### config.mk
export PLATFORM = sky130hd
export DESIGN_NAME = divider_32_sched
export DESIGN_NICKNAME = d
export VERILOG_FILES = /design/src/rtl/divider_pkg.sv /design/src/rtl/rr_arb_2.sv /design/src/rtl/divider_32_sched.sv
export SDC_FILE = /design/constraint.sdc
export NUM_CORES = 1
export LEC_CHECK = 0
export ABC_AREA = 1
export CORE_MARGIN = 1.5
export CORE_UTILIZATION = 42
export CTS_BUF_LIST = sky130_fd_sc_hd__clkbuf_16
export DETAILED_ROUTE_END_ITERATION = 8
export PLACE_DENSITY = 0.81
export SETUP_SLACK_MARGIN = 0.3
export SLEW_MARGIN = 20
export SYNTH_ARGS = -nofsm -noshare
export SYNTH_HDL_FRONTEND = slang
export SYNTH_SLANG_ARGS = --single-unit
### constraint.sdc
create_clock -name clk -period 2.8 [get_ports clk]
set_input_delay 0.28 -clock clk [delete_from_list [all_inputs] [get_ports clk]]
set_output_delay 0.28 -clock clk [all_outputs]
set_load 0.02 [all_outputs]
### src/rtl/divider_pkg.sv
// Shared constants for the divider scheduler and its arbiter.
// State encoding, divide-by-zero quotient and parameter defaults.
package divider_pkg;

   localparam logic [1:0] S_IDLE  = 2'd0;
   localparam logic [1:0] S_START = 2'd1;
   localparam logic [1:0] S_BUSY  = 2'd2;
   localparam logic [1:0] S_RESP  = 2'd3;

   localparam logic [31:0] DBZ_Q = 32'hFFFF_FFFF;

   localparam int TAG_W_DEF      = 4;
   localparam int MAX_CYCLES_DEF = 40;

endpackage

### src/rtl/rr_arb_2.sv
// Two-way round-robin arbiter, purely combinational.
// On contention the requester that did not win last time is chosen.
module rr_arb_2 (
   input  logic       en,
   input  logic       vld0,
   input  logic       vld1,
   input  logic       last,
   output logic [1:0] gnt,
   output logic       idx
);

   logic sel;

   assign sel    = (vld0 & vld1) ? ~last : vld1;
   assign idx    = sel;
   assign gnt[0] = en & vld0 & ~sel;
   assign gnt[1] = en & vld1 & sel;

endmodule

### src/rtl/divider_32_sched.sv
// Shares one external divider_32 between two issue ports with a
// round-robin grant, divide-by-zero bypass and hang watchdog.
import divider_pkg::*;

module divider_32_sched #(
   parameter int TAG_W      = TAG_W_DEF,
   parameter int MAX_CYCLES = MAX_CYCLES_DEF
) (
   input  logic             clk,
   input  logic             rst,
   input  logic             req0_vld,
   output logic             req0_rdy,
   input  logic [31:0]      req0_a,
   input  logic [31:0]      req0_b,
   input  logic [TAG_W-1:0] req0_tag,
   input  logic             req1_vld,
   output logic             req1_rdy,
   input  logic [31:0]      req1_a,
   input  logic [31:0]      req1_b,
   input  logic [TAG_W-1:0] req1_tag,
   output logic             rsp_vld,
   input  logic             rsp_rdy,
   output logic [31:0]      rsp_q,
   output logic [31:0]      rsp_r,
   output logic             rsp_src,
   output logic [TAG_W-1:0] rsp_tag,
   output logic             rsp_dbz,
   output logic             rsp_err,
   output logic [31:0]      div_a,
   output logic [31:0]      div_b,
   output logic             div_start,
   output logic             div_ena,
   input  logic [31:0]      div_q,
   input  logic [31:0]      div_r,
   input  logic             div_dne
);

   localparam logic [7:0] MAX_C = 8'(MAX_CYCLES);

   logic [1:0]       state_q, state_d;
   logic             last_q, last_d;
   logic [7:0]       cnt_q, cnt_d;
   logic [31:0]      a_q, a_d;
   logic [31:0]      b_q, b_d;
   logic [TAG_W-1:0] tag_q, tag_d;
   logic             src_q, src_d;
   logic [31:0]      q_q, q_d;
   logic [31:0]      r_q, r_d;
   logic             dbz_q, dbz_d;
   logic             err_q, err_d;

   logic [1:0]  gnt;
   logic        gidx;
   logic        arb_en;
   logic [31:0] sel_a;
   logic [31:0] sel_b;
   logic [7:0]  cnt_inc;

   // Gate with reset so no handshake can complete while held in reset.
   assign arb_en = (state_q == S_IDLE) & rst;

   rr_arb_2 u_arb (
      .en   (arb_en),
      .vld0 (req0_vld),
      .vld1 (req1_vld),
      .last (last_q),
      .gnt  (gnt),
      .idx  (gidx)
   );

   assign sel_a   = gidx ? req1_a : req0_a;
   assign sel_b   = gidx ? req1_b : req0_b;
   assign cnt_inc = cnt_q + 8'd1;

   always_comb begin
      state_d = state_q;
      last_d  = last_q;
      cnt_d   = cnt_q;
      a_d     = a_q;
      b_d     = b_q;
      tag_d   = tag_q;
      src_d   = src_q;
      q_d     = q_q;
      r_d     = r_q;
      dbz_d   = dbz_q;
      err_d   = err_q;
      case (state_q)
         S_IDLE: begin
            if (|gnt) begin
               last_d = gidx;
               src_d  = gidx;
               a_d    = sel_a;
               b_d    = sel_b;
               tag_d  = gidx ? req1_tag : req0_tag;
               dbz_d  = 1'b0;
               err_d  = 1'b0;
               if (sel_b == 32'd0) begin
                  q_d     = DBZ_Q;
                  r_d     = sel_a;
                  dbz_d   = 1'b1;
                  state_d = S_RESP;
               end else begin
                  state_d = S_START;
               end
            end
         end
         S_START: begin
            cnt_d   = 8'd0;
            state_d = S_BUSY;
         end
         S_BUSY: begin
            if (div_dne) begin
               q_d     = div_q;
               r_d     = div_r;
               state_d = S_RESP;
            end else begin
               cnt_d = cnt_inc;
               if (cnt_inc == MAX_C) begin
                  q_d     = 32'd0;
                  r_d     = 32'd0;
                  err_d   = 1'b1;
                  state_d = S_RESP;
               end
            end
         end
         S_RESP: begin
            if (rsp_rdy) state_d = S_IDLE;
         end
         default: state_d = S_IDLE;
      endcase
   end

   always_ff @(posedge clk or negedge rst) begin
      if (!rst) begin
         state_q <= S_IDLE;
         last_q  <= 1'b1;
         cnt_q   <= 8'd0;
         a_q     <= 32'd0;
         b_q     <= 32'd0;
         tag_q   <= '0;
         src_q   <= 1'b0;
         q_q     <= 32'd0;
         r_q     <= 32'd0;
         dbz_q   <= 1'b0;
         err_q   <= 1'b0;
      end else begin
         state_q <= state_d;
         last_q  <= last_d;
         cnt_q   <= cnt_d;
         a_q     <= a_d;
         b_q     <= b_d;
         tag_q   <= tag_d;
         src_q   <= src_d;
         q_q     <= q_d;
         r_q     <= r_d;
         dbz_q   <= dbz_d;
         err_q   <= err_d;
      end
   end

   assign req0_rdy  = gnt[0];
   assign req1_rdy  = gnt[1];
   assign rsp_vld   = (state_q == S_RESP);
   assign rsp_q     = q_q;
   assign rsp_r     = r_q;
   assign rsp_src   = src_q;
   assign rsp_tag   = tag_q;
   assign rsp_dbz   = dbz_q;
   assign rsp_err   = err_q;
   assign div_a     = a_q;
   assign div_b     = b_q;
   assign div_start = (state_q == S_START);
   assign div_ena   = (state_q == S_START) | (state_q == S_BUSY);

endmodule

## Word-level counts from Yosys, hierarchy flattened

Cells that the tools add are included.

- Register bits: 146
- Bits in latches: 0
- Bits in writable memories: 0
- Memory bits (read-only): 0
- Bits of input ports: 206
- Output and inout port bits: 140
- Word-level logic and storage cells: 67
- Memories: 0

- Add/subtract/negate cells: 1
- Multiply operators: 0
- Div/mod/pow operators: 0
- Magnitude comparators: 0
- Equality and inequality tests: 10
- Shift-type cells: 0
- Mux-type cells: 26
- Bitwise operators: 9
- Reduce and logical (&&, ||, !) cells: 10

Operators with widths:

| kind | count |
|---|---|
| two-way mux 32 bit | 9 |
| one-hot mux 32 bit (2 select lines) | 2 |
| zero test 32 bit | 1 |
| one-hot mux 8 bit (2 select lines) | 1 |
| two-way mux 2 bit | 5 |
| adder 8 x 1 -> 8 bit, second input constant | 1 |
| == test 8 x 6 -> 1 bit, second input constant | 1 |
| two-way mux 8 bit | 1 |
| one-hot mux 2 bit (4 select lines) | 1 |
| AND reduction 4 bit | 2 |
| bitwise AND 1 bit | 6 |
| inequality test 2 x 1 -> 1 bit, second input constant | 3 |
| two-way mux 1 bit | 5 |
| == test 2 bit, second input constant | 2 |
| two-way mux 4 bit | 1 |
| inequality test 2 bit, second input constant | 2 |
| AND reduction 2 bit | 2 |
| nonzero test 2 bit | 2 |
| inequality test 3 bit, second input constant | 1 |
| AND reduction 3 bit | 1 |
| == test 2 x 1 -> 1 bit, second input constant | 1 |
| zero test 2 bit | 1 |
| NOT 1 bit | 2 |
| one-hot mux 1 bit (2 select lines) | 1 |
| 2 further kinds | 2 |

## Depth between registers and ports, before layout

- Word-level depth: 7
- Gate-level depth with buffers: 16
- Depth with buffers taken out: 13

## By module

Synthesis repeated with hierarchy kept, for this count alone.

- Cell total of the unflattened synthesis: 981
- Area total of the unflattened synthesis: 7517.2 um2

Modules (own cells, without submodules):

| module | instances | cells each | area an instance (um2) | sequential area each (um2) |
|---|---|---|---|---|
| divider_32_sched | 1 | 974 | 7487.2 | 3654.8 |
| rr_arb_2 | 1 | 7 | 30.0 | 0.0 |

## Least setup slack after synthesis

Ideal clock, no wire load.

- Path type: register to register
- Start: reg state_q[0]
- End: reg q_q[0], in the netlist rsp_q[0]
- Setup time: 0.066 ns
- Data arrival time: 2.046 ns
- Required time: 2.734 ns
- Setup slack: 0.688 ns
- Stages on the path, launching flop included: 13
- Buffers on the path: 2
- Period minus slack after synthesis: 2.112 ns
- Cell sequence: dfrtp_1 > inv_1 > ha_1 > nand2_1 > nor2_2 > inv_1 > nand2_2 > nor2_1 > a21oi_2 > buf_4 > buf_2 > nand4_1 > nand2_1

- Word-level cells in the longest chain between the ends: 7
- Elaborated cells between the ends (all ways): 14
- Classes of those cells: 4 x eq/ne; 1 x mux; 5 x bitwise; 4 x reduce/logical

RTL lines:

| what | line | text |
|---|---|---|
| from (decl) | divider_32_sched.sv:40 | `logic [1:0] state_q, state_d;` |
| from (signal assigned) | divider_32_sched.sv:147 | `state_q <= state_d;` |
| zero test 2 bit | divider_32_sched.sv:60 | `assign arb_en = (state_q == S_IDLE) & rst;` |
| bitwise AND 1 bit | divider_32_sched.sv:60 |  |
| bitwise AND 1 bit (2 in a row) | rr_arb_2.sv:17 | `assign gnt[1] = en & vld1 & sel;` |
| via req1_rdy | divider_32_sched.sv:17 | `output logic req1_rdy,` |
| OR reduction 2 bit | divider_32_sched.sv:89 | `if (\|gnt) begin` |
| inequality test 2 x 1 -> 1 bit (no source line) | -- |  |
| AND reduction 4 bit (no source line) | -- |  |
| to (signal assigned) | divider_32_sched.sv:154 | `q_q <= q_d;` |
| to (decl) | divider_32_sched.sv:47 | `logic [31:0] q_q, q_d;` |

The timed path passes the listed nets, and every way through them passes these cells.
A chain may end at the register's enable or synchronous reset.

## Worst setup path after layout

- Start: reg state_q[0]
- End: out req1_rdy

- Word-level cells in the longest chain between the ends: 4

RTL lines:

| what | line |
|---|---|
| zero test 2 bit | divider_32_sched.sv:60 |
| bitwise AND 1 bit | divider_32_sched.sv:60 |
| bitwise AND 1 bit (2 in a row) | rr_arb_2.sv:17 |
| to (decl) | divider_32_sched.sv:17 |

No other way between the ends.

==> out/metrics.cfg <==
[route]
avgViaCountPerCell=5.18
routed_wl_um=26900
drt_first_pass_iters=5
wl_per_cell_um=17.4
final_antenna_net_count=0
drtIter0Drc=454
vias=8021
drc=0

[grt]
grt_overflow=0
grt_usage_pct=27.8
grt_pass1_vias=7680
grt_pass1_wl_um=40200
antenna_found_initial=3
grt_start_max_net_pins=127

[clocking]
cts-root-buf=clkbuf_16
clk_pin_slew_ns=0.06
cts_buffers=17
cts_htree_levels=4
clock_latency_ns=0.42
cts_tree=built
cts.sinks=146
clockBufferDepth=2

[cells_and_area]
regArea_um2=3650
nNetsFinal=1515
mostFrequentLayoutCell=nand2_1
syn_to_final_growth_pct=57.5
nFillCells=1481
layout_common_cells=410 x nand2_1, 343 x clkdlybuf4s50_1, 145 x dfrtp_1
multi_input_area_um2=3390
fin_util_pct=67.2
drive_gt1_share_pct=6.24

[placed_design]
portBuffers=345
hpwl_um=19500
routabilityCongestion=0.907

[sta]
post-route-min-period_ns=2.43
drv_slew=0
fmax_mhz=412
whs_ns=0.310
hold_violations=0
rsz0062_at_grt=no
setup_violations=0
skew_ns=0.00799
relSlewSlack_pct=53.0
period_share_pct=86.8
tightest_slew_ns=0.704
tns_ns=0

[logic_synthesis]
ys_types=26
syn-mean-instance-area_um2=7.86
synth_area_um2=7640
synth_top_cell_by_area=dfrtp_1
ys_seq_area_share_pct=47.8
netlist_instances=972
ys_ff_latch=146
synth_warnings=0
syn-num-nets=1184
synth.top_cell.area_share_pct=47.5
synth_area_leaders=dfrtp_1 47%, nand2_1 20%, o21ai_0 7.2%, nand4_1 5.3%, mux2i_1 4.2%

[worst_setup_path]
critical_path_arrival_ns=2.15
crit_path_start_kind=register
cpMaxStageDelayCell=clkdlybuf4s50_1
reg2reg_from=last_q
required_ns=2.52
crit_type=reg -> out
critPathTopFamily=buffers and inverters
crit_path_cell_trace=inv_1, ha_2, nand2_1, nor2_2, clkdlybuf4s50_1
worstSetupStartpoint=state_q[0]
critPathMaxFanout=4
end_kind=output pin
cp_slowest_stage_delay_ns=0.65
worstPathBufferInverterCount=2

[power_and_ir_drop]
vdd_drop_max_mv=0.700
switching_share_pct=42.3
p_switching_mw=5.66
p_per_area_nw_per_um2=1110
leakage_nw=5.61
intPower_mw=7.72
pwr-share-seq_pct=27.7
comb_power_share_pct=54.3
clkPwrFrac_pct=17.9

[floorplanning]
fp-row-count=49
core_um2=17900
ioPinCount=346
initial_utilization_pct=42.7
dieArea_um2=19000
chipHeight_um=138
dieWidth_um=138

[job]
cap_viol_max_count=0

[worst_hold_path]
hp-class=in -> async

[outcome]
outcome=completed

## final cells by class
type / instances / share of cell area [%]
timing repair buffer: 381 / 32.2
sequential: 146 / 30.4
multi-input combinational: 702 / 28.2
clock buffer: 17 / 3.53
tap: 229 / 2.38
inverter: 55 / 1.73
clock inverter: 14 / 1.56
antenna: 3 / 0.0624
## flip-flops by register name (all words and copies together) (netlist names)
name,count
div_a,32
div_b,32
rsp_q,32
rsp_r,32
cnt_q,8
rsp_tag,4
state_q,2
last_q,1
rsp_dbz,1
rsp_err,1
rsp_src,1
## worst paths after layout
| check | to | slack [ns] | cells past startpoint |
|---|---|---|---|
| max | req1_rdy | 0.37 | 5 |
| min | div_b[7] | 0.31 | 2 |
| max reg2reg | rsp_q[13] | 0.48 | 15 |
| min reg2reg | rsp_r[0] | 0.47 | 2 |
| max in group asynchronous | div_b[27] | 1.53 | 3 |
| min in group clk | rsp_tag[1] | 0.43 | 3 |
## logic make-up after synthesis
family,share of synthesized area (%)
AOI/OAI and AO/OA,8.06
xor gates and xnor gates,0.115
adders and majority gates,0.982
buffers and inverters,8.22
DFF,47.8
muxes,4.19
and+or+nand+nor,30.6
## routing by layer
metal | vias up | routed length, µm | GRT usage [%] | part of all wire (%)
li1 | 3826 | - | - | -
met1 | 3769 | 10700 | 34.7 | 40
met2 | 374 | 13100 | 45.9 | 49
met3 | 52 | 2280 | 8.00 | 8.5
met4 | 0 | 776 | 10.4 | 2.9
met5 | - | 0 | 0 | 0
## cell usage after synthesis
master    number
mux2i_1       32
dfstp_2        1
a21oi_2        1
o22ai_1        2
nand3_4        1
o21ai_1        2
nand3b_1      28
buf_4          8
nand4_1       65
buf_1          3
o21ai_0      110
a31oi_1        4
xor2_1         1
o22a_1         1
nor2_2         2
ha_1           6
buf_6         16
nor2_1        24
nand3_1        8
buf_2         10
nand2_1      413
clkbuf_1      32
dfrtp_1      145
nand2_2        2
inv_2          1
inv_1         54
## repair_timing
item / in CTS / in global routing
endpoints found under the hold margin: 20 / 0
setup endpoints to repair: 49 / 66
resized for setup: 2 / 5
pin swaps: 0 / 3
buffers inserted: 2 / 7
hold buffers: 1 / 0
gates cloned: 0 / 1
## power groups by stage
stage	sequential (mW)	combinational (mW)	clock (mW)
2_1_floorplan	4.77	2.82	0
6_report	3.71	7.27	2.40
4_1_cts	3.70	7.07	2.43
3_3_place_gp	3.70	6.88	0
3_5_place_dp	3.71	7.01	0
5_1_grt	3.82	7.87	2.51
## worst register-to-register path: stages (launching register included)
cell	delay (ns)
dfstp_2	0.55
nand2_1	0.11
nand2_4	0.14
buf_4	0.17
nand2_1	0.06
o21ai_1	0.10
nand2_1	0.09
nor2_1	0.12
nand2_1	0.08
nor2_2	0.10
nand2_2	0.10
nand2_4	0.14
nand3_4	0.14
buf_12	0.20
nand2_1	0.08
nand2_1	0.05
## through the flow
stage	cell area [µm²]	instances	power [mW]	setup slack, ns
2_1_floorplan	7640	972	7.59	0.688
3_3_place_gp	11300	1502	10.6	0.0383
3_5_place_dp	11300	1502	10.7	0.0402
4_1_cts	11900	1536	13.2	0.303
5_1_grt	12000	1547	14.2	0.304
6_report	12000	1547	13.4	0.370
(Power assumes the default switching activity.)
